`src/rtl/ps2_keycode_source_if.sv`:
```
// Keycode bus between the PS/2 receiver and its consumers, plus the raw PS/2 pins it samples.
interface ps2_keycode_source_if;
    logic       ps2_clk;
    logic       ps2_data;
    logic [7:0] keycode;
    logic       keycode_chg;
    logic       frame_err;

    modport master (
        input  ps2_clk,
        input  ps2_data,
        output keycode,
        output keycode_chg,
        output frame_err
    );

    modport slave (
        input keycode,
        input keycode_chg,
        input frame_err
    );
endinterface

```
`src/rtl/ps2_keycode_source.sv`:
```
// PS/2 set-2 receiver that maps game keys to HID usage codes on an 8-bit keycode bus.
// Optional macro PS2_PARITY_CHECK_EN: reject frames whose data+parity popcount is even.
module ps2_keycode_source #(
    parameter int TIMEOUT_CYC = 50000
) (
    input  logic Clk,
    input  logic Reset,
    ps2_keycode_source_if.master bus
);
    localparam int TW = (TIMEOUT_CYC > 2) ? $clog2(TIMEOUT_CYC) : 1;

    typedef enum logic [1:0] {IDLE, DATA, PARITY, STOP} state_t;

    logic       clk_s1_q, clk_s2_q, clk_prev_q;
    logic       dat_s1_q, dat_s2_q;
    state_t     state_q, state_d;
    logic [2:0] bitcnt_q, bitcnt_d;
    logic [7:0] shift_q, shift_d;
    logic [TW-1:0] tmo_q, tmo_d;
    logic       brk_q, brk_d;
    logic       ext_q, ext_d;
    logic [7:0] keycode_q, keycode_d;
    logic       chg_q, chg_d;
    logic       err_q, err_d;
    logic       fall;
    logic       parity_ok;
    logic       map_hit;
    logic [7:0] map_code;

`ifdef PS2_PARITY_CHECK_EN
    logic par_q, par_d;
    assign parity_ok = ^{shift_q, par_q};
`else
    assign parity_ok = 1'b1;
`endif

    assign fall = clk_prev_q & ~clk_s2_q;

    always_comb begin
        map_hit  = 1'b1;
        map_code = 8'h00;
        case (shift_q)
            8'h1C:   map_code = 8'h04;
            8'h23:   map_code = 8'h07;
            8'h1B:   map_code = 8'h16;
            8'h1D:   map_code = 8'h1A;
            8'h29:   map_code = 8'h2C;
            default: map_hit  = 1'b0;
        endcase
    end

    always_comb begin
        state_d   = state_q;
        bitcnt_d  = bitcnt_q;
        shift_d   = shift_q;
        tmo_d     = tmo_q;
        brk_d     = brk_q;
        ext_d     = ext_q;
        keycode_d = keycode_q;
        chg_d     = 1'b0;
        err_d     = 1'b0;
`ifdef PS2_PARITY_CHECK_EN
        par_d     = par_q;
`endif
        if (fall) begin
            tmo_d = '0;
            case (state_q)
                IDLE: begin
                    if (!dat_s2_q) begin
                        state_d  = DATA;
                        bitcnt_d = 3'd0;
                    end
                end
                DATA: begin
                    shift_d  = {dat_s2_q, shift_q[7:1]};
                    bitcnt_d = bitcnt_q + 3'd1;
                    if (bitcnt_q == 3'd7) state_d = PARITY;
                end
                PARITY: begin
`ifdef PS2_PARITY_CHECK_EN
                    par_d = dat_s2_q;
`endif
                    state_d = STOP;
                end
                STOP: begin
                    state_d = IDLE;
                    if (dat_s2_q && parity_ok) begin
                        if (shift_q == 8'hF0) begin
                            brk_d = 1'b1;
                        end else if (shift_q == 8'hE0) begin
                            ext_d = 1'b1;
                        end else begin
                            brk_d = 1'b0;
                            ext_d = 1'b0;
                            // Extended keys are never game keys, so E0-prefixed bytes are dropped.
                            if (!ext_q && map_hit) begin
                                if (brk_q) begin
                                    if (keycode_q == map_code) begin
                                        keycode_d = 8'h00;
                                        chg_d     = 1'b1;
                                    end
                                end else if (keycode_q != map_code) begin
                                    keycode_d = map_code;
                                    chg_d     = 1'b1;
                                end
                            end
                        end
                    end else begin
                        err_d = 1'b1;
                    end
                end
                default: state_d = IDLE;
            endcase
        end else if (state_q == IDLE) begin
            tmo_d = '0;
        end else if (tmo_q == TW'(TIMEOUT_CYC - 1)) begin
            state_d = IDLE;
            tmo_d   = '0;
            err_d   = 1'b1;
        end else begin
            tmo_d = tmo_q + TW'(1);
        end
    end

    always_ff @(posedge Clk) begin
        if (!Reset) begin
            // Synchronisers reset to the idle-high line level so no false fall follows reset.
            clk_s1_q   <= 1'b1;
            clk_s2_q   <= 1'b1;
            clk_prev_q <= 1'b1;
            dat_s1_q   <= 1'b1;
            dat_s2_q   <= 1'b1;
            state_q    <= IDLE;
            bitcnt_q   <= 3'd0;
            shift_q    <= 8'h00;
            tmo_q      <= '0;
            brk_q      <= 1'b0;
            ext_q      <= 1'b0;
            keycode_q  <= 8'h00;
            chg_q      <= 1'b0;
            err_q      <= 1'b0;
`ifdef PS2_PARITY_CHECK_EN
            par_q      <= 1'b0;
`endif
        end else begin
            clk_s1_q   <= bus.ps2_clk;
            clk_s2_q   <= clk_s1_q;
            clk_prev_q <= clk_s2_q;
            dat_s1_q   <= bus.ps2_data;
            dat_s2_q   <= dat_s1_q;
            state_q    <= state_d;
            bitcnt_q   <= bitcnt_d;
            shift_q    <= shift_d;
            tmo_q      <= tmo_d;
            brk_q      <= brk_d;
            ext_q      <= ext_d;
            keycode_q  <= keycode_d;
            chg_q      <= chg_d;
            err_q      <= err_d;
`ifdef PS2_PARITY_CHECK_EN
            par_q      <= par_d;
`endif
        end
    end

    assign bus.keycode     = keycode_q;
    assign bus.keycode_chg = chg_q;
    assign bus.frame_err   = err_q;
endmodule

```
`src/flat_wrapper.sv`:
```
// flat-port wrapper written by rule: the top's interface ports become plain ports
module ps2_keycode_source_flat 
#(
    parameter int TIMEOUT_CYC = 50000
)
  (Clk, Reset, bus_ps2_clk, bus_ps2_data, bus_keycode, bus_keycode_chg, bus_frame_err);
  ps2_keycode_source_if bus_i ();
  input  logic Clk;
  input  logic Reset;
  input wire logic [$bits(bus_i.ps2_clk)-1:0] bus_ps2_clk;
  input wire logic [$bits(bus_i.ps2_data)-1:0] bus_ps2_data;
  output wire logic [$bits(bus_i.keycode)-1:0] bus_keycode;
  output wire logic [$bits(bus_i.keycode_chg)-1:0] bus_keycode_chg;
  output wire logic [$bits(bus_i.frame_err)-1:0] bus_frame_err;
  assign bus_i.ps2_clk = bus_ps2_clk;
  assign bus_i.ps2_data = bus_ps2_data;
  assign bus_keycode = bus_i.keycode;
  assign bus_keycode_chg = bus_i.keycode_chg;
  assign bus_frame_err = bus_i.frame_err;
  ps2_keycode_source #(.TIMEOUT_CYC(TIMEOUT_CYC)) u_core (.Clk(Clk), .Reset(Reset), .bus(bus_i));
endmodule
```
`config.mk`:
```
export PLATFORM = sky130hd
export DESIGN_NAME = ps2_keycode_source_flat
export DESIGN_NICKNAME = d
export VERILOG_FILES = /design/src/rtl/ps2_keycode_source_if.sv /design/src/rtl/ps2_keycode_source.sv /design/src/flat_wrapper.sv
export SDC_FILE = /design/constraint.sdc
export NUM_CORES = 1
export LEC_CHECK = 0
export CAP_MARGIN = 40
export CORE_UTILIZATION = 25
export CTS_CLUSTER_SIZE = 28
export DETAILED_ROUTE_END_ITERATION = 8
export PLACE_DENSITY = 0.42
export REMOVE_ABC_BUFFERS = 1
export SLEW_MARGIN = 20
export SYNTH_ARGS = -nofsm -noshare
export SYNTH_HDL_FRONTEND = slang
export SYNTH_SLANG_ARGS = --single-unit
```
`constraint.sdc`:
```
create_clock -name Clk -period 2.8 [get_ports Clk]
set_clock_uncertainty 0.15 [all_clocks]
set_input_delay 0.56 -clock Clk [delete_from_list [all_inputs] [get_ports Clk]]
set_output_delay 0.56 -clock Clk [all_outputs]
set_load 0.03 [all_outputs]
```
==> results of run 1 <==
metrics by stage:
step / power (mW) / instance area, µm²
after floorplan: 0.661 / 2260
after global placement: 0.677 / 2530
after detailed placement: 0.677 / 2530
after CTS: 1.19 / 2650
after global routing: 1.22 / 2650
final: 1.17 / 2650
worst reg2reg max path: cells and delay by family (launching register included):
| family | cells | cell delay [ps] |
|---|---|---|
| AND/OR/NAND/NOR | 1 | 320 |
| AO/OA/AOI/OAI | 5 | 1410 |
| flip-flops | 1 | 480 |
cell type report:
class                   instances  area share [%]
clock buffers                   5            2.60
clock inverters                 3            1.75
inverters                      13            1.84
multi-input cells             200            50.1
flip-flops and latches         44            33.3
well taps                     108            5.10
repair buffers                 15            5.29
report_power, final:
| part | internal, mW | leakage (nW) | switching, mW |
|---|---|---|---|
| logic | 0.0112 | 0.445 | 0.0196 |
| clock network | 0.269 | 0.0548 | 0.238 |
| registers | 0.629 | 0.355 | 0.00254 |
flip-flops by register name, indices dropped and copies added (netlist names), 2 cells and up:
register	cells
u_core.bus.keycode	6
u_core.tmo_q	16
u_core.bitcnt_q	3
u_core.state_q	2
u_core.shift_q	8
cell families (layout without fill, tap and decap cells):
kind of cell	Yosys count	count (layout)
compound gates	53	53
xor+xnor	16	16
fa+ha+maj	7	7
buf+inv	26	36
flops	44	44
mux	2	2
other cells	1	2
simple gates	120	120
cell usage in the layout (no fill, tap or decap), types with 2 or more instances in the layout:
cell type and instances:
dfxtp_1 44, nor2_1 32, nand2_1 21, nand3_1 17, a21oi_1 16, inv_1 12, clkdlybuf4s50_1 11, xor2_1 9
o21ai_0 8, xnor2_1 7, ha_1 7, nand2b_1 6, nand4_1 6, nor4_1 5, clkbuf_8 5, nor3_1 4
a211oi_1 4, buf_4 4, nor3b_1 3, nand3b_1 3, a21o_1 3, a31oi_1 3, and4_1 3, mux2i_1 2
and3b_1 2, and4bb_1 2, and4b_1 2, a21boi_1 2, o22a_1 2, and3_1 2, o21ai_1 2, or4_1 2
conb_1 2
final timing paths:
check	start	to	slack [ps]
worst min-delay path	u_core.dat_s1_q	u_core.dat_s2_q	260
worst max register to register	u_core.shift_q[4]	u_core.bus.keycode[3]	330
worst max-delay path	u_core.shift_q[4]	u_core.bus.keycode[3]	330
worst min register to register	u_core.dat_s1_q	u_core.dat_s2_q	260
layer usage:
| layer | share of wire (%) | routed length [µm] | vias up | GRT usage, % |
|---|---|---|---|---|
| met5 | 0 | 0 | - | 0 |
| met4 | 1.3 | 66 | 0 | 3.44 |
| met3 | 3.1 | 157 | 5 | 2.79 |
| li1 | - | - | 982 | - |
| met1 | 51 | 2540 | 876 | 14.7 |
| met2 | 45 | 2250 | 19 | 18.0 |
==> impl_metrics.ini, run 1 <==
[status]
status = complete, no violations

[timing]
finalHoldViolCount = 0
report.final.slew_viol_count = 0
worst_pin_slew_ps = 557
slew_headroom_pct = 62.8
timing.hold.ws_ps = 262
rsz0062_at_grt = no
fin_ws_ps = 327
period_minus_slack_ps = 2470
min_period_over_period_pct = 88.3
fmax_mhz = 404
setup_tns_ps = 0
setup_viol = 0

[power]
power.leakage_nw = 0.855
powerDensity_nw_per_um2 = 442
vdd_drop_max_v = 0.000247

[global_routing]
grt_pass1_wl_um = 8690
grt_pass1_vias = 1827
grt_max_degree = 18
antenna_found_initial = 0
grt_overflow = 0
grt.total_usage_pct = 11.2

[synth]
synth_mux_area_share_pct = 0.862
yosysMostFrequentCell = dfxtp_1
synthTopCellsByCount = dfxtp_1 (44), nor2_1 (32), nand2_1 (21)
syn-cell-area_um2 = 2320
ys.flop_type = dfxtp_1
ys_seq_elements = 44
synthSimpleGateAreaFrac_pct = 29.4
yosysTopAreaCell = dfxtp_1
syn-instance-count = 269
synth_top_cell_area_share_pct = 37.9
synthXorXnorAreaFrac_pct = 6.03
synth.yosys.seq_area_share_pct = 37.9
yosys_warnings = 0
yosys-top-cells-area = dfxtp_1 (38%), nor2_1 (5.2%), ha_1 (3.8%), nand3_1 (3.7%), a21oi_1 (3.4%)
synth_compound_area_share_pct = 16.8
synth_adder_area_share_pct = 3.77
syn_avg_cell_area_um2 = 8.63
synth-edff-count = 0
async_reset_ff_share_pct = 0
synth.distinct_cells = 58
synth_top_family_by_area = simple AND/OR/NAND/NOR gates

[worst_setup_path]
startpoint_type = flop
arrival_ps = 2500
critPathRequiredTime_ps = 2830
cp-end-kind = flop
r2r_cells = 6
path_cells = and4bb_1 -> o31ai_4 -> a21boi_1 -> o22a_1 -> a2111oi_0 -> a211oi_1
critPathMaxFanout = 9
critical_path_buf_inv_count = 0
critPathTopFamily = compound AO/OA/AOI/OAI gates
crit_path_max_incr_delay_ps = 490
crit_type = flop to flop
cp_slowest_cell = a2111oi_0
crit_cells = 6

[detailed_routing]
routedWlPerCell_um = 12.9
firstDrtPassIters = 6
viasPerCell = 4.85
detail-route-antenna-nets = 0
drt_iter0_drc = 71
drc = 0
vias = 1882
drt_wl_total_um = 5010

[die]
die_y_um = 98.4
rows = 34
die_area_um2 = 9680
die_w_um = 98.4
io_pins = 14
core_um2 = 8850
start_util_pct = 26.2

[finish]
n_antenna_cell = 0
area_growth_pct = 14.0
n_fill_cell = 943
stdcell_count = 388
seq_area_um2 = 881
finish.utilization_pct = 29.9
nNetsFinal = 290
drive_gt1_share_pct = 8.57
multi_input_area_um2 = 1330

[clock_tree]
cts_root_buf = clkbuf_8
h-tree-depth = 2
cts_setup_buffers = 0
insertion_delay_ps = 300
hold_buffers = 0
post_cts_resized = 0
path_clk_slew_ps = 90
cts_sinks = 44
cts_tree = built
clockBufferDepth = 2
cts_buffers = 5

[placed_design]
place_congestion = 0.818
numPlacedInstances = 380
portBuffers = 11
post-place-ws_ps = 337
hpwl_um = 3690

[hold_path]
hold_path.class = flop to flop
hold_depth = 1

[run]
maxCapViolations = 0
No activity file was read; power rests on OpenSTA's default activity.
==> inputs of run 2 (changes only) <==
--- a/config.mk
+++ b/config.mk
@@ -11,7 +11,7 @@
 export DETAILED_ROUTE_END_ITERATION = 8
 export PLACE_DENSITY = 0.42
 export REMOVE_ABC_BUFFERS = 1
-export SLEW_MARGIN = 20
+export SLEW_MARGIN = 10
 export SYNTH_ARGS = -nofsm -noshare
 export SYNTH_HDL_FRONTEND = slang
 export SYNTH_SLANG_ARGS = --single-unit
==> results of run 2 <==
No change in the layout: final DEF, timing and power equal those of run 1.
